## src/rtl/lsu_pkg.sv

```systemverilog
// Load/store unit shared definitions.
// Size codes, FSM encoding and byte-count helper.
package lsu_pkg;

    localparam logic [1:0] LSU_SZ_B = 2'b00;
    localparam logic [1:0] LSU_SZ_H = 2'b01;
    localparam logic [1:0] LSU_SZ_W = 2'b10;
    localparam logic [1:0] LSU_SZ_X = 2'b11;

    typedef enum logic [2:0] {
        ST_IDLE,
        ST_ACC0,
        ST_ACC1,
        ST_WAIT,
        ST_RESP
    } lsu_state_t;

    function automatic logic [2:0] lsu_nbytes(
        input logic [1:0] sz
    );
        logic [2:0] n;
        n = 3'd4;
        unique case (1'b1)
            (sz == LSU_SZ_B): n = 3'd1;
            (sz == LSU_SZ_H): n = 3'd2;
            (sz == LSU_SZ_W): n = 3'd4;
            default:          n = 3'd4;
        endcase
        return n;
    endfunction

endpackage

```

## src/rtl/lsu_if.sv

```systemverilog
// Execute-side request/response and memory bus
// of the load/store unit.
interface lsu_if;
    logic        iwReqValid;
    logic        owReqReady;
    logic        iwReqWrite;
    logic [1:0]  iwReqSize;
    logic        iwReqSigned;
    logic [31:0] iwReqAddr;
    logic [31:0] iwReqWData;
    logic        owRespValid;
    logic        owRespErr;
    logic [31:0] owRespRData;
    logic [31:0] owMemReadAddr;
    logic [31:0] owMemWriteAddr;
    logic [31:0] owMemWriteData;
    logic [3:0]  owMemWstrb;
    logic [31:0] iwMemReadData;

    modport slave (
        input  iwReqValid, iwReqWrite, iwReqSize,
        input  iwReqSigned, iwReqAddr, iwReqWData,
        input  iwMemReadData,
        output owReqReady, owRespValid, owRespErr,
        output owRespRData, owMemReadAddr,
        output owMemWriteAddr, owMemWriteData,
        output owMemWstrb
    );

    modport master (
        output iwReqValid, iwReqWrite, iwReqSize,
        output iwReqSigned, iwReqAddr, iwReqWData,
        output iwMemReadData,
        input  owReqReady, owRespValid, owRespErr,
        input  owRespRData, owMemReadAddr,
        input  owMemWriteAddr, owMemWriteData,
        input  owMemWstrb
    );
endinterface

```

## src/rtl/lsu_align.sv

```systemverilog
// Byte-lane alignment: store strobe/data shifting
// and load extraction with zero/sign extension.
module lsu_align
    import lsu_pkg::*;
(
    input  logic [1:0]  i_size,
    input  logic        i_signed,
    input  logic [1:0]  i_off,
    input  logic [31:0] i_wdata,
    input  logic [63:0] i_rd64,
    output logic        o_cross,
    output logic [7:0]  o_m8,
    output logic [63:0] o_d64,
    output logic [31:0] o_rdata
);
    logic [2:0]  w_nb;
    logic [2:0]  w_sum;
    logic [4:0]  w_sh;
    logic [7:0]  w_base;
    logic [31:0] w_rd;

    assign w_nb    = lsu_nbytes(i_size);
    assign w_sum   = {1'b0, i_off} + w_nb;
    assign o_cross = (w_sum > 3'd4);
    assign w_sh    = {i_off, 3'b000};

    always_comb begin
        w_base = 8'h0F;
        unique case (1'b1)
            (w_nb == 3'd1): w_base = 8'h01;
            (w_nb == 3'd2): w_base = 8'h03;
            default:        w_base = 8'h0F;
        endcase
    end

    assign o_m8  = w_base << i_off;
    assign o_d64 = {32'b0, i_wdata} << w_sh;
    assign w_rd  = 32'(i_rd64 >> w_sh);

    always_comb begin
        o_rdata = w_rd;
        unique case (1'b1)
            (i_size == LSU_SZ_B):
                o_rdata = {{24{i_signed & w_rd[7]}},
                           w_rd[7:0]};
            (i_size == LSU_SZ_H):
                o_rdata = {{16{i_signed & w_rd[15]}},
                           w_rd[15:0]};
            default:
                o_rdata = w_rd;
        endcase
    end
endmodule

```

## src/rtl/load_store_unit.sv

```systemverilog
// Load/store unit: request FSM splitting accesses
// into word-aligned memory cycles with byte strobes.
module load_store_unit
    import lsu_pkg::*;
#(
    parameter bit pSplitMisaligned = 1'b1
) (
    input  logic   iwClk,
    input  logic   iwnRst,
    lsu_if.slave   bus
);
    lsu_state_t  r_state;
    logic        r_write;
    logic [1:0]  r_size;
    logic        r_signed;
    logic [31:0] r_addr;
    logic [31:0] r_wdata;
    logic        r_err;
    logic [31:0] r_lo;
    logic        r_ready;
    logic        r_rvalid;
    logic        r_rerr;
    logic [31:0] r_rdata;
    logic [31:0] r_ra;
    logic [31:0] r_wa;
    logic [31:0] r_wd;
    logic [3:0]  r_wstrb;

    logic        w_idle;
    logic        w_accept;
    logic        w_write;
    logic [1:0]  w_size;
    logic        w_signed;
    logic [31:0] w_addr;
    logic [31:0] w_wdata;
    logic [31:0] w_wa;
    logic [31:0] w_wb;
    logic [63:0] w_rd64;
    logic        w_cross;
    logic [7:0]  w_m8;
    logic [63:0] w_d64;
    logic [31:0] w_ld;
    logic        w_bad;

    // In IDLE the aligner sees the incoming request so the
    // first access can be registered on the accept edge.
    assign w_idle   = (r_state == ST_IDLE);
    assign w_accept = bus.iwReqValid && r_ready;
    assign w_write  = w_idle ? bus.iwReqWrite  : r_write;
    assign w_size   = w_idle ? bus.iwReqSize   : r_size;
    assign w_signed = w_idle ? bus.iwReqSigned : r_signed;
    assign w_addr   = w_idle ? bus.iwReqAddr   : r_addr;
    assign w_wdata  = w_idle ? bus.iwReqWData  : r_wdata;
    assign w_wa     = {w_addr[31:2], 2'b00};
    assign w_wb     = {r_addr[31:2], 2'b00} + 32'd4;
    assign w_rd64   = w_cross ? {bus.iwMemReadData, r_lo}
                              : {32'b0, bus.iwMemReadData};
    assign w_bad    = (w_size == LSU_SZ_X) ||
                      (w_cross && !pSplitMisaligned);

    lsu_align u_align (
        .i_size   (w_size),
        .i_signed (w_signed),
        .i_off    (w_addr[1:0]),
        .i_wdata  (w_wdata),
        .i_rd64   (w_rd64),
        .o_cross  (w_cross),
        .o_m8     (w_m8),
        .o_d64    (w_d64),
        .o_rdata  (w_ld)
    );

    always_ff @(posedge iwClk or negedge iwnRst) begin
        if (!iwnRst) begin
            r_state  <= ST_IDLE;
            r_write  <= 1'b0;
            r_size   <= LSU_SZ_B;
            r_signed <= 1'b0;
            r_addr   <= '0;
            r_wdata  <= '0;
            r_err    <= 1'b0;
            r_lo     <= '0;
            r_ready  <= 1'b1;
            r_rvalid <= 1'b0;
            r_rerr   <= 1'b0;
            r_rdata  <= '0;
            r_ra     <= '0;
            r_wa     <= '0;
            r_wd     <= '0;
            r_wstrb  <= '0;
        end else begin
            unique case (r_state)
                ST_IDLE: if (w_accept) begin
                    r_write  <= w_write;
                    r_size   <= w_size;
                    r_signed <= w_signed;
                    r_addr   <= w_addr;
                    r_wdata  <= w_wdata;
                    r_err    <= w_bad;
                    r_ready  <= 1'b0;
                    r_state  <= ST_ACC0;
                    if (!w_bad) begin
                        r_ra    <= w_wa;
                        r_wa    <= w_wa;
                        r_wd    <= w_d64[31:0];
                        r_wstrb <= w_write ? w_m8[3:0] : 4'h0;
                    end
                end
                ST_ACC0: begin
                    if (r_err) begin
                        r_state  <= ST_RESP;
                        r_rvalid <= 1'b1;
                        r_rerr   <= 1'b1;
                        r_rdata  <= '0;
                    end else if (w_cross) begin
                        r_state <= ST_ACC1;
                        r_ra    <= w_wb;
                        r_wa    <= w_wb;
                        r_wd    <= w_d64[63:32];
                        r_wstrb <= r_write ? w_m8[7:4] : 4'h0;
                    end else if (r_write) begin
                        r_wstrb  <= 4'h0;
                        r_state  <= ST_RESP;
                        r_rvalid <= 1'b1;
                        r_rdata  <= '0;
                    end else begin
                        r_wstrb <= 4'h0;
                        r_state <= ST_WAIT;
                    end
                end
                ST_ACC1: begin
                    r_wstrb <= 4'h0;
                    if (r_write) begin
                        r_state  <= ST_RESP;
                        r_rvalid <= 1'b1;
                        r_rdata  <= '0;
                    end else begin
                        r_lo    <= bus.iwMemReadData;
                        r_state <= ST_WAIT;
                    end
                end
                ST_WAIT: begin
                    r_state  <= ST_RESP;
                    r_rvalid <= 1'b1;
                    r_rdata  <= w_ld;
                end
                ST_RESP: begin
                    r_state  <= ST_IDLE;
                    r_rvalid <= 1'b0;
                    r_rerr   <= 1'b0;
                    r_ready  <= 1'b1;
                end
                default: r_state <= ST_IDLE;
            endcase
        end
    end

    assign bus.owReqReady     = r_ready;
    assign bus.owRespValid    = r_rvalid;
    assign bus.owRespErr      = r_rerr;
    assign bus.owRespRData    = r_rdata;
    assign bus.owMemReadAddr  = r_ra;
    assign bus.owMemWriteAddr = r_wa;
    assign bus.owMemWriteData = r_wd;
    assign bus.owMemWstrb     = r_wstrb;
endmodule

```

## src/flat_wrapper.sv

```systemverilog
// flat-port wrapper written by rule: the top's interface ports become plain ports
module load_store_unit_flat import lsu_pkg::*;
#(
    parameter bit pSplitMisaligned = 1'b1
)
  (iwClk, iwnRst, bus_iwReqValid, bus_iwReqWrite, bus_iwReqSize, bus_iwReqSigned, bus_iwReqAddr, bus_iwReqWData, bus_iwMemReadData, bus_owReqReady, bus_owRespValid, bus_owRespErr, bus_owRespRData, bus_owMemReadAddr, bus_owMemWriteAddr, bus_owMemWriteData, bus_owMemWstrb);
  lsu_if bus_i ();
  input  logic iwClk;
  input  logic iwnRst;
  input wire logic [$bits(bus_i.iwReqValid)-1:0] bus_iwReqValid;
  input wire logic [$bits(bus_i.iwReqWrite)-1:0] bus_iwReqWrite;
  input wire logic [$bits(bus_i.iwReqSize)-1:0] bus_iwReqSize;
  input wire logic [$bits(bus_i.iwReqSigned)-1:0] bus_iwReqSigned;
  input wire logic [$bits(bus_i.iwReqAddr)-1:0] bus_iwReqAddr;
  input wire logic [$bits(bus_i.iwReqWData)-1:0] bus_iwReqWData;
  input wire logic [$bits(bus_i.iwMemReadData)-1:0] bus_iwMemReadData;
  output wire logic [$bits(bus_i.owReqReady)-1:0] bus_owReqReady;
  output wire logic [$bits(bus_i.owRespValid)-1:0] bus_owRespValid;
  output wire logic [$bits(bus_i.owRespErr)-1:0] bus_owRespErr;
  output wire logic [$bits(bus_i.owRespRData)-1:0] bus_owRespRData;
  output wire logic [$bits(bus_i.owMemReadAddr)-1:0] bus_owMemReadAddr;
  output wire logic [$bits(bus_i.owMemWriteAddr)-1:0] bus_owMemWriteAddr;
  output wire logic [$bits(bus_i.owMemWriteData)-1:0] bus_owMemWriteData;
  output wire logic [$bits(bus_i.owMemWstrb)-1:0] bus_owMemWstrb;
  assign bus_i.iwReqValid = bus_iwReqValid;
  assign bus_i.iwReqWrite = bus_iwReqWrite;
  assign bus_i.iwReqSize = bus_iwReqSize;
  assign bus_i.iwReqSigned = bus_iwReqSigned;
  assign bus_i.iwReqAddr = bus_iwReqAddr;
  assign bus_i.iwReqWData = bus_iwReqWData;
  assign bus_i.iwMemReadData = bus_iwMemReadData;
  assign bus_owReqReady = bus_i.owReqReady;
  assign bus_owRespValid = bus_i.owRespValid;
  assign bus_owRespErr = bus_i.owRespErr;
  assign bus_owRespRData = bus_i.owRespRData;
  assign bus_owMemReadAddr = bus_i.owMemReadAddr;
  assign bus_owMemWriteAddr = bus_i.owMemWriteAddr;
  assign bus_owMemWriteData = bus_i.owMemWriteData;
  assign bus_owMemWstrb = bus_i.owMemWstrb;
  load_store_unit #(.pSplitMisaligned(pSplitMisaligned)) u_core (.iwClk(iwClk), .iwnRst(iwnRst), .bus(bus_i));
endmodule
```

## config.mk

```make
export PLATFORM = sky130hd
export DESIGN_NAME = load_store_unit_flat
export DESIGN_NICKNAME = d
export VERILOG_FILES = /design/src/rtl/lsu_pkg.sv /design/src/rtl/lsu_if.sv /design/src/rtl/lsu_align.sv /design/src/rtl/load_store_unit.sv /design/src/flat_wrapper.sv
export SDC_FILE = /design/constraint.sdc
export NUM_CORES = 1
export LEC_CHECK = 0
export BUFFER_PORTS_ARGS = -buffer_cell sky130_fd_sc_hd__buf_2
export CAP_MARGIN = 10
export CORE_MARGIN = 1.5
export CORE_UTILIZATION = 30
export DETAILED_ROUTE_END_ITERATION = 6
export GPL_ROUTABILITY_DRIVEN = 0
export PLACE_DENSITY = 0.49
export SLEW_MARGIN = 20
export SYNTH_ARGS = -nofsm -noshare
export SYNTH_HDL_FRONTEND = slang
export SYNTH_HIERARCHICAL = 1
export SYNTH_SLANG_ARGS = --single-unit
```

## constraint.sdc

```tcl
create_clock -name iwClk -period 5.6 [get_ports iwClk]
set_input_delay 0.84 -clock iwClk [delete_from_list [all_inputs] [get_ports iwClk]]
set_output_delay 0.84 -clock iwClk [all_outputs]
set_load 0.01 [all_outputs]
```

Yosys cells after proc, flatten, opt, wreduce, memory -nomap -nowiden

Index checks and enable logic that the tools add are counted.

Bits in registers: 207
Latch bits: 0
Bits in writable memories: 0
Memory bits (read-only): 0
Input port bits: 103
Output and inout port bits: 135
Word-level logic and storage cells: 98
Memories kept: 0

Add/subtract/negate cells: 2
Multipliers: 0
Divide/modulo/power cells: 0
$lt $le $gt $ge: 1
Eq/ne operators: 14
Shifts and indexed selects: 3
Mux-type cells: 43
Bitwise logic cells: 3
Reduce and logical (&&, ||, !) cells: 17

Operators with widths:

| cell                                                 | number |
|---|---|
| two-way mux 32 bit                                   | 13 |
| one-hot mux 32 bit (2 select lines)                  | 3 |
| one-hot mux 32 bit (3 select lines)                  | 1 |
| two-way mux 64 bit                                   | 1 |
| left shift 32 x 5 -> 64 bit                          | 1 |
| >> shifter 64 x 5 -> 32 bit                          | 1 |
| adder 32 x 3 -> 32 bit (second input constant)       | 1 |
| two-way mux 4 bit                                    | 6 |
| two-way mux 3 bit                                    | 4 |
| one-hot mux 3 bit (4 select lines)                   | 1 |
| one-hot mux 4 bit (3 select lines)                   | 1 |
| AND reduction 2 bit                                  | 6 |
| equality test 3 x 2 -> 1 bit (second input constant) | 3 |
| one-hot mux 4 bit (2 select lines)                   | 1 |
| left shift 8 x 2 -> 8 bit                            | 1 |
| two-way mux 1 bit                                    | 7 |
| equality test 3 x 1 -> 1 bit (second input constant) | 2 |
| != test 2 bit (second input constant)                | 3 |
| one-hot mux 3 bit (2 select lines)                   | 1 |
| nonzero test 2 bit                                   | 3 |
| nonzero test 3 bit                                   | 2 |
| AND reduction 5 bit                                  | 1 |
| != test 2 x 1 -> 1 bit (second input constant)       | 2 |
| one-hot mux 1 bit (2 select lines)                   | 2 |
| 15 further kinds                                     | 16 |

Logic depth before layout (Yosys ltp)

Gate-level depths: netlist of the first run.

Depth after elaboration: 11
Mapped depth: 20
Depth with buffers taken out: 14

Modules after synthesis

The synthesis of the first run kept the hierarchy.

By module, submodules not included:

| module          | instances | cells each | area each (sq um) | sequential area each (sq um) |
|---|---|---|---|---|
| load_store_unit | 1         | 1048       | 10453.8           | 5131.2 |
| lsu_align       | 1         | 230        | 1965.6            | 0.0 |

Worst setup path after synthesis of the first run

OpenSTA, ideal clock, no wires.

Path kind: reg-to-reg
Start point: register u_core.r_state[0]
End point: register u_core.r_rdata[16] (netlist: u_core/bus.owRespRData[16])
Library setup time: 0.121 ns
Arrival: 5.030 ns
Data required time: 5.479 ns
Slack: 0.449 ns
Cell stages (with the launch flop): 21
Clock period less this slack: 5.151 ns
Cells stage by stage: dfrtp_1 -> buf_2 -> nor3_1 -> buf_2 -> buf_1 -> nand2_1 -> nand2_1 -> buf_2 -> inv_2 -> clkbuf_1 -> fa_1 -> xor2_1 -> a21oi_1 -> buf_1 -> buf_1 -> mux2_2 -> mux4_2 -> a32oi_4 -> buf_6 -> nand2_2 -> a22o_1

RTL lines:

| element                                 | line                             | RTL |
|---|---|---|
| start, declared                         | load_store_unit.sv:12            | `lsu_state_t r_state;` |
| start signal, assigned                  | load_store_unit.sv:75            | `r_state <= ST_IDLE;` |
| start signal, assigned                  | load_store_unit.sv:101           | `r_state <= ST_ACC0;` |
| start signal, assigned                  | load_store_unit.sv:111           | `r_state <= ST_RESP;` |
| logical NOT 3 bit (*)                   | load_store_unit.sv:47            | `assign w_idle = (r_state == ST_IDLE);` |
| two-way mux 32 bit (*)                  | load_store_unit.sv:52            | `assign w_addr = w_idle ? bus.iwReqAddr : r_addr;` |
| net u_core.w_addr[1]                    | load_store_unit.sv:34            | `logic [31:0] w_addr;` |
| adder 2 x 3 -> 3 bit (*)                | lsu_align.sv:23                  | `assign w_sum = {1'b0, i_off} + w_nb;` |
| greater-than comparator 3 bit (*)       | lsu_align.sv:24                  | `assign o_cross = (w_sum > 3'd4);` |
| net u_core.w_cross                      | load_store_unit.sv:39            | `logic w_cross;` |
| two-way mux 64 bit (*)                  | load_store_unit.sv:56            | `assign w_rd64 = w_cross ? {bus.iwMemReadData, r_lo}` |
| net u_core.w_rd64[23]                   | load_store_unit.sv:38            | `logic [63:0] w_rd64;` |
| >> shifter 64 x 5 -> 32 bit (*)         | lsu_align.sv:38                  | `assign w_rd = 32'(i_rd64 >> w_sh);` |
| AND 1 bit, on equally long branches     | lsu_align.sv:47, lsu_align.sv:44 |  |
| one-hot mux 32 bit (2 select lines) (*) | lsu_align.sv:42                  | `unique case (1'b1)` |
| net u_core.w_ld[16]                     | load_store_unit.sv:42            | `logic [31:0] w_ld;` |
| one-hot mux 32 bit (3 select lines) (*) | load_store_unit.sv:92            | `unique case (r_state)` |
| end signal, assigned                    | load_store_unit.sv:145           | `r_rdata <= w_ld;` |
| end, declared                           | load_store_unit.sv:23            | `logic [31:0] r_rdata;` |

Mark *: on every way through the listed nets, which the timed path passes. The rest lies on a longest branch.
A chain may end at the register's enable or synchronous reset.

Worst setup path in the final report of the first run

Start point: register u_core.r_state[1]
End point: register u_core.r_rdata[30] (netlist: u_core/bus.owRespRData[30])

The elaborated chain is that of the path after synthesis.

==> metrics.md, run 1 <==
| Metric | Value |
|---|---|
| Hpwl dp | `26890 um` |
| Die area | `42460 um^2` |
| All-Layer GR Usage | `0.1820` |
| Drt wl/cell | `19.62 um` |
| Filler cell count | `4182` |
| Tcrit/Tclk final | `0.8721` |
| Most frequent cells in the layout | `nand2_1, buf_2, dfrtp_1` |
| Clk buf depth | `3` |
| Commonest non-fill, non-tap cell in the layout | `nand2_1` |
| Dpl cell area | `13730 um^2` |
| Top Ports | `238` |
| Cell area after layout | `14730 um^2` |
| Port Buffers | `233` |
| Cells after Synth | `1270` |
| Setup CP Type | `reg2reg` |
| Critical path capture point type | `flip-flop` |
| Critical Path Max Stage Delay | `610 ps` |
| Highest Clock Rate | `0.2048 GHz` |
| Worst path required time | `6060 ps` |
| Critical path buffers and inverters | `2` |
| Cell seen most often among critical-path stages | `nand2_1` |
| Top Family by Delay on Critical Path | `compound AO/OA/AOI/OAI gates` |
| Worst-margin pin slew | `1021 ps` |
| Core area | `40740 um^2` |
| Max-cap violations | `0` |
| Leakage power | `6.861 nW` |
| Final wirelength | `38980 um` |
| RSZ-0062 raised after global routing | `false` |
| DRT Pass-1 Iters | `5` |
| Total negative slack | `0 ps` |
| Layout area overhead | `19.09%` |
| PwrDens | `668.5 nW/um^2` |
| Largest net degree at the start of global routing | `105` |
| Register area | `5131 um^2` |
| Number of global-route vias before repair | `9702` |
| DRC | `0` |
| Crit Path Max Fanout | `34` |
| CP cell instances | `nor3_2 > buf_4 > nand2_1 > nand2_2 > inv_2 > fa_1 > xor2_1 > a21oi_4 > mux2_2 > mux4_2 > a32oi_4 > nand2_1 > a22o_1` |
| Setup bufs post-CTS | `0` |
| CTS tree | `built` |
| Pins Over Slew Limit | `0` |
| Root buf cell | `clkbuf_16` |
| Worst EP arrival | `5340 ps` |
| Share of cells above drive strength 1 | `0.3434` |
| Reg2reg start | `u_core/r_state[1]` |
| Via Count | `9991` |
| Clk Latency, worst-skew pair | `570 ps` |
| Footprint of the multi-input gates | `6455 um^2` |
| Maximum VDD drop | `0.2598 mV` |
| Hold Slack | `426.6 ps` |
| Clock transition at the registers of the reported paths | `50 ps` |
| # H-tree levels | `1` |
| Antenna-violating nets left | `0` |
| Vias per inst | `5.028` |
| Startpoint types | `flip-flop` |
| Worst hold path class | `in2async` |
| Final Util | `0.3616` |
| Worst Clk Skew | `24.15 ps` |
| CTS Buf Count | `28` |
| Cts repair resizes | `0` |
| Die Wd | `206.1 um` |
| First-pass GRT wire length | `59890 um` |
| CTS Sinks | `205` |
| Post-layout min period | `4884 ps` |
| Outcome | `finished, final reports clean` |
| Hold Buf Count CTS | `0` |
| Nets | `1540` |
| Syn Area/Cell | `9.740 um^2` |
| Core Rows | `74` |
| # setup viols final | `0` |
| Starting Density | `0.3036` |
| Die extent in y | `206.1 um` |
| Slew headroom | `0.3166` |
| Antenna violations before repair | `7` |
| Synthesized area | `12370 um^2` |
| Crit path launch | `u_core/r_state[1]` |
| Slowest cell on crit path | `a32oi_4` |
| Ys Warns | `6` |
| Final hold vios | `0` |
| Initial DRC count | `587` |
| Total grt overflow | `0` |
==> routing by layer <==
layer / share of wire / global-route usage / vias up
met5: 0.0019 / 0 / -
met4: 0.021 / 0.04374 / 10
met3: 0.056 / 0.03611 / 54
met2: 0.45 / 0.2836 / 272
met1: 0.47 / 0.2581 / 4878
li1: - / - / 4777
==> flip-flops by register name (all words and copies together) (netlist names) <==
register,count
u_core/bus.owMemWriteData,32
u_core/bus.owRespRData,32
u_core/r_addr,32
u_core/r_lo,32
u_core/r_wdata,32
u_core/bus.owMemWriteAddr,30
u_core/bus.owMemWstrb,4
u_core/r_state,3
u_core/r_size,2
u_core/bus.owReqReady,1
u_core/bus.owRespErr,1
u_core/bus.owRespValid,1
u_core/r_err,1
u_core/r_signed,1
u_core/r_write,1
==> layout make-up <==
class                           count  area share
Sequential cell                   205      0.3483
Clock inverter                     11     0.01155
Multi-Input combinational cell    913      0.4382
Clock buffer                       40     0.05606
Antenna cell                        2   0.0003398
Tap cell                          532     0.04519
Timing Repair Buffer              255     0.09292
Inverter                           29    0.007390
==> metrics by stage <==
step	instances	total power, mW	setup slack [ps]
after floorplan	1281	6.514	448.6
after global placement	1934	7.887	830.6
after detailed placement	1934	7.971	672.7
after CTS	1985	9.950	686.5
after global routing	1985	10.61	424.8
final	1987	9.847	716.0
==> where the power goes <==
part / leakage (nW) / internal [mW] / switching, mW
registers: 2.53 / 2.20 / 0.587
logic: 3.83 / 2.35 / 2.79
clock network: 0.495 / 1.20 / 0.717
total: 6.86 / 5.75 / 4.10
==> final timing paths <==
| check | endpoint | cells after the start | slack [ps] |
|---|---|---|---|
| worst max-delay path | u_core/bus.owRespRData[30] | 13 | 720 |
| worst max register to register | u_core/bus.owRespRData[30] | 13 | 720 |
| worst min register to register | u_core/bus.owMemWstrb[3] | 2 | 480 |
| min in group iwClk | u_core/bus.owMemWstrb[3] | 2 | 480 |
| worst min-delay path | u_core/r_addr[28] | 1 | 430 |
| max in group asynchronous | u_core/r_wdata[4] | 2 | 4060 |
Note: power is estimated with default switching activity, not from simulation.
==> inputs of run 2 (changes only) <==
- PLACE_DENSITY: 0.49 -> not set
- PLACE_DENSITY_LB_ADDON: not set -> 0.1
==> metrics.md, run 2 (synthesis results as in run 1) <==
| Metric | Value |
|---|---|
| Pins Over Slew Limit | `0 (unchanged)` |
| PwrDens | `679.5 nW/um^2 (+1.7%)` |
| DRT Pass-1 Iters | `5 (unchanged)` |
| Antenna-violating nets left | `0 (unchanged)` |
| Final setup margin | `761.7 ps (+45.75 ps)` |
| Clk buf depth | `3 (unchanged)` |
| Sw power | `4.151 mW (+1.3%)` |
| Final wirelength | `39900 um (+2.4%)` |
| Total grt overflow | `0 (unchanged)` |
| Tcrit/Tclk final | `0.8640 (-0.008170)` |
| Fin cells | `1985 (-0.10%)` |
| Cts repair resizes | `0 (unchanged)` |
| Clk Latency, worst-skew pair | `570 ps (about the same)` |
| Max-cap violations | `0 (unchanged)` |
| # H-tree levels | `1 (unchanged)` |
| Final Util | `0.3626 (+0.0009820)` |
| Number of global-route vias before repair | `9772 (+0.72%)` |
| Hold Buf Count CTS | `0 (unchanged)` |
| Filler cell count | `4208 (+0.62%)` |
| Share of cells above drive strength 1 | `0.3409 (-0.002518)` |
| Vias per inst | `5.059 (+0.62%)` |
| Drt wl/cell | `20.10 um (+2.5%)` |
| Setup bufs post-CTS | `0 (unchanged)` |
| Setup CP Type | `reg2reg` |
| DRC | `0 (unchanged)` |
| Slowest cell on crit path | `a32oi_4` |
| Root buf cell | `clkbuf_16` |
| Critical path capture point type | `flip-flop` |
| Sequential fraction of design power | `0.276 (-0.007)` |
| Leakage power | `6.873 nW (+0.18%)` |
| Most frequent cells in the layout | `nand2_1, buf_2, dfrtp_1` |
| Place WS | `748.6 ps (+75.97 ps)` |
| Worst-margin pin slew | `914.3 ps (-107.0 ps)` |
| Final hold vios | `0 (unchanged)` |
| Top Ports | `238 (unchanged)` |
| CTS Sinks | `205 (unchanged)` |
| Post-layout min period | `4838 ps (-45.75 ps)` |
| Highest Clock Rate | `0.2067 GHz (+0.95%)` |
| Worst path required time | `6050 ps (about the same)` |
| Design Power | `10.04 mW (+1.9%)` |
| Antenna violations before repair | `2 (-5)` |
| Worst Clk Skew | `9.285 ps (-14.86 ps)` |
| Clock transition at the registers of the reported paths | `60 ps (about the same)` |
| Cell seen most often among critical-path stages | `nand2_1` |
| Via Count | `10043 (+0.52%)` |
| Crit Path Max Fanout | `17 (-50%)` |
| Critical path buffers and inverters | `1 (-1)` |
| Startpoint types | `flip-flop` |
| Outcome | `finished, final reports clean` |
| Internal | `5.886 mW (+2.4%)` |
| RSZ-0062 raised after global routing | `false` |
| # setup viols final | `0 (unchanged)` |
| Maximum VDD drop | `0.2773 mV (+6.8%)` |
| Starting Density | `0.3036 (unchanged)` |
| Core area | `40740 um^2 (unchanged)` |
| Initial DRC count | `473 (-19%)` |
| Sw frac | `0.4136 (-0.002571)` |
| Clock group share of total power | `0.204 (+0.009)` |
| Port Buffers | `233 (unchanged)` |
| CTS Buf Count | `29 (+3.6%)` |
| Commonest non-fill, non-tap cell in the layout | `nand2_1` |
| Footprint of the multi-input gates | `6455 um^2 (unchanged)` |
| Comb pwr share | `0.520 (-0.002)` |
| Die extent in y | `206.1 um (unchanged)` |
| Die Wd | `206.1 um (unchanged)` |
| Crit path launch | `u_core/r_state[1]` |
| CTS tree | `built` |
| All-Layer GR Usage | `0.1867 (+0.004720)` |
| CP cell instances | `or3_1 > nand2_1 > nand2_1 > nor2_1 > ha_1 > inv_1 > fa_1 > xor2_1 > a21oi_4 > mux2_2 > mux4_2 > a32oi_4 > nand2_1 > a22o_1` |
| Worst EP arrival | `5290 ps (-50 ps)` |
| Worst hold path class | `in2async` |
| Register area | `5131 um^2 (unchanged)` |
| Largest net degree at the start of global routing | `112 (+6.7%)` |
| Critical Path Max Stage Delay | `620 ps (about the same)` |
| Placed cells | `1933 (-0.052%)` |
| Core Rows | `74 (unchanged)` |
| Layout area overhead | `19.41%` |
| Total negative slack | `0 ps (unchanged)` |
| Slew headroom | `0.3882 (+0.07158)` |
| First-pass GRT wire length | `60800 um (+1.5%)` |
| Hpwl dp | `27850 um (+3.6%)` |
| Top Family by Delay on Critical Path | `simple AND/OR/NAND/NOR gates` |
| Nets | `1540 (unchanged)` |
| Die area | `42460 um^2 (unchanged)` |
| Reg2reg start | `u_core/r_state[1]` |
-- run 2: cell types whose count changed in the layout (fill, tap and decap cells not counted) --
cell	before	now
clkbuf_8	9	2
clkbuf_1	4	7
diode_2	2	1
clkinv_8	1	0
clkinv_2	5	4
bufinv_16	4	8
buf_6	1	0
buf_8	0	1
clkbuf_16	28	29
-- run 2: power by group through the flow --
stage	Combinational, mW	Clock [mW]	Sequential [mW]
detailed placement	5.25	0	2.80
global route	5.78	2.17	2.89
floorplan	3.73	0	2.78
global placement	5.21	0	2.78
CTS	5.26	2.12	2.78
finish	5.22	2.04	2.77
-- run 2: worst paths after layout --
kind	end	cells after the start	slack, ps
max	u_core/bus.owRespRData[21]	14	760
min	u_core/bus.owMemWriteAddr[13]	1	350
max reg2reg	u_core/bus.owRespRData[21]	14	760
min reg2reg	u_core/bus.owMemWstrb[0]	2	470
max in group asynchronous	u_core/r_lo[20]	2	4190
min in group iwClk	u_core/bus.owMemWstrb[0]	2	470
-- run 2: area by class of cell --
cell class / instances / area share
clock inverter: 13 / 0.01821
clock buffer: 38 / 0.05277
tap: 532 / 0.04507
antenna: 1 / 0.0001694
timing repair buffer: 254 / 0.09199
multi-input combinational: 913 / 0.4370
sequential: 205 / 0.3474
inverter: 29 / 0.007370
-- run 2: metal layers --
metal  GRT usage  vias to the layer above  share of wire
met5           0                        -        0.00035
met1      0.2787                     4926           0.49
met2      0.2765                      284           0.43
met3     0.02996                       56          0.053
li1            -                     4775              -
met4     0.05124                        2          0.022
-- run 2: stage by stage --
| step | hold WS (ps) | instance area (um^2) |
|---|---|---|
| after detailed placement | 465.9 | 13720 |
| after global routing | 406.4 | 14770 |
| final | 347.3 | 14770 |
| after floorplan | 475.0 | 12410 |
| after global placement | 459.1 | 13720 |
| after CTS | 375.2 | 14770 |
==> inputs of run 3 (changes only) <==
- PLACE_DENSITY_LB_ADDON: 0.1 -> 0.2
==> metrics.md, run 3 (synthesis results as in run 1) <==
| Metric | Value |
|---|---|
| Place WS | `658.3 ps (-90.32 ps)` |
| Pins Over Slew Limit | `0 (unchanged)` |
| Dpl cell area | `13720 um^2 (about the same)` |
| Post-layout min period | `4977 ps (+138.6 ps)` |
| Routed wl met2 | `17850 um (+3.4%)` |
| Root buf cell | `clkbuf_16` |
| Hold Slack | `354.9 ps (+7.642 ps)` |
| Number of global-route vias before repair | `9599 (-1.8%)` |
| Worst path required time | `6030 ps (-20 ps)` |
| Starting Density | `0.3036 (unchanged)` |
| RSZ-0062 raised after global routing | `false` |
| Reg2reg start | `u_core/r_state[1]` |
| Worst Clk Skew | `24.53 ps (+15.24 ps)` |
| R2r setup slk | `620 ps (-140 ps)` |
| Final hold vios | `0 (unchanged)` |
| CTS tree | `built` |
| Antenna Diode Count | `0 (-1)` |
| Largest net degree at the start of global routing | `78 (-30%)` |
| DRC | `0 (unchanged)` |
| Worst hold path class | `in2async` |
| Setup CP Type | `reg2reg` |
| PwrDens | `659.2 nW/um^2 (-3.0%)` |
| Antenna-violating nets left | `0 (unchanged)` |
| Total negative slack | `0 ps (unchanged)` |
| Drt wl/cell | `19.66 um (-2.2%)` |
| Leakage power | `6.790 nW (-1.2%)` |
| CTS Buf Count | `27 (-6.9%)` |
| Top Ports | `238 (unchanged)` |
| Die extent in y | `206.1 um (unchanged)` |
| All-Layer GR Usage | `0.1807 (-0.006017)` |
| Worst R2R Path Depth | `12 (-2)` |
| Filler cell count | `4147 (-1.4%)` |
| # H-tree levels | `1 (unchanged)` |
| Total grt overflow | `0 (unchanged)` |
| Register area | `5131 um^2 (unchanged)` |
| Final setup margin | `623.2 ps (-138.6 ps)` |
| Share of cells above drive strength 1 | `0.3423 (+0.001396)` |
| Clock transition at the registers of the reported paths | `60 ps (about the same)` |
| R2r endpoint | `u_core/bus.owRespRData[21]` |
| Core area | `40740 um^2 (unchanged)` |
| Footprint of the multi-input gates | `6455 um^2 (unchanged)` |
| Crit Path Max Fanout | `35 (+18)` |
| Via Count | `10031 (-0.12%)` |
| Initial DRC count | `639 (+35%)` |
| Port Buffers | `233 (unchanged)` |
| # setup viols final | `0 (unchanged)` |
| Startpoint types | `flip-flop` |
| Critical path capture point type | `flip-flop` |
| Worst EP arrival | `5400 ps (+110 ps)` |
| Tcrit/Tclk final | `0.8887 (+0.02475)` |
| Worst-margin pin slew | `926.0 ps (+11.68 ps)` |
| Die Wd | `206.1 um (unchanged)` |
| Maximum VDD drop | `0.2773 mV (about the same)` |
| Cell area after layout | `14580 um^2 (-1.3%)` |
| Nets | `1540 (unchanged)` |
| Clk Latency, worst-skew pair | `550 ps (-20 ps)` |
| CTS Sinks | `205 (unchanged)` |
| Die area | `42460 um^2 (unchanged)` |
| Commonest non-fill, non-tap cell in the layout | `nand2_1` |
| Met3 WL | `1707 um (-20%)` |
| Top Metal Used | `met5` |
| Final wirelength | `38950 um (-2.4%)` |
| Cts repair resizes | `0 (unchanged)` |
| First-pass GRT wire length | `59370 um (-2.3%)` |
| Clk buf depth | `3 (unchanged)` |
| Slew headroom | `0.3779 (-0.01029)` |
| Design Power | `9.613 mW (-4.2%)` |
| DRT met1 WL | `18780 um (-4.3%)` |
| Max-cap violations | `0 (unchanged)` |
| Layout area overhead | `17.89%` |
| Most frequent cells in the layout | `nand2_1, buf_2, dfrtp_1` |
| DRT Pass-1 Iters | `7 (+2)` |
| Setup bufs post-CTS | `0 (unchanged)` |
| Core Rows | `74 (unchanged)` |
| Antenna violations before repair | `4 (+2)` |
| Highest Clock Rate | `0.2009 GHz (-2.8%)` |
| Outcome | `finished, final reports clean` |
| Vias per inst | `5.064 (about the same)` |
| Hpwl dp | `26980 um (-3.1%)` |
| Hold Buf Count CTS | `0 (unchanged)` |
==> run 3: where the power goes <==
| group | switching [mW] | internal, mW |
|---|---|---|
| sequential | 0.586 | 2.20 |
| combinational | 2.80 | 2.34 |
| clock | 0.681 | 1.01 |
==> run 3: worst max path at each step <==
stage                      startpoint                         end  cells past startpoint
floorplan           u_core/r_state[0]  u_core/bus.owRespRData[16]                     20
global placement    u_core/r_state[1]  u_core/bus.owRespRData[29]                     12
detailed placement  u_core/r_state[1]  u_core/bus.owRespRData[29]                     13
CTS                 u_core/r_state[1]  u_core/bus.owRespRData[21]                     13
global route        u_core/r_state[1]  u_core/bus.owRespRData[19]                     14
finish              u_core/r_state[1]  u_core/bus.owRespRData[21]                     12
==> run 3: per-stage QoR <==
| stage | util | instances |
|---|---|---|
| 4_1_cts | 0.3580 | 1981 |
| 6_report | 0.3580 | 1981 |
| 3_5_place_dp | 0.3368 | 1935 |
| 5_1_grt | 0.3580 | 1981 |
| 2_1_floorplan | - | 1281 |
| 3_3_place_gp | 0.3368 | 1935 |
==> run 3: critical path, cell delays in order (launching register included) <==
cell and delay (ps):
dfrtp_1 570, or3_1 540, buf_4 300, nand2_1 130, nand2_2 60, inv_2 450, fa_1 540, a21oi_4 300
mux2_2 420, mux4_2 540, a32oi_4 630, nand2_1 120, a22o_1 230
==> run 3: area by class of cell <==
class,instances,area share
Inverter,29,0.007465
Sequential cell,205,0.3519
Clock buffer,37,0.05371
Multi-Input combinational cell,913,0.4426
Tap cell,532,0.04565
Clock inverter,9,0.005405
Timing Repair Buffer,256,0.09326
==> run 3: routing by layer <==
layer	GRT usage	up-vias
met1	0.2618	4959
met4	0.03908	8
met3	0.02602	47
li1	-	4768
met5	0	-
met2	0.2842	249
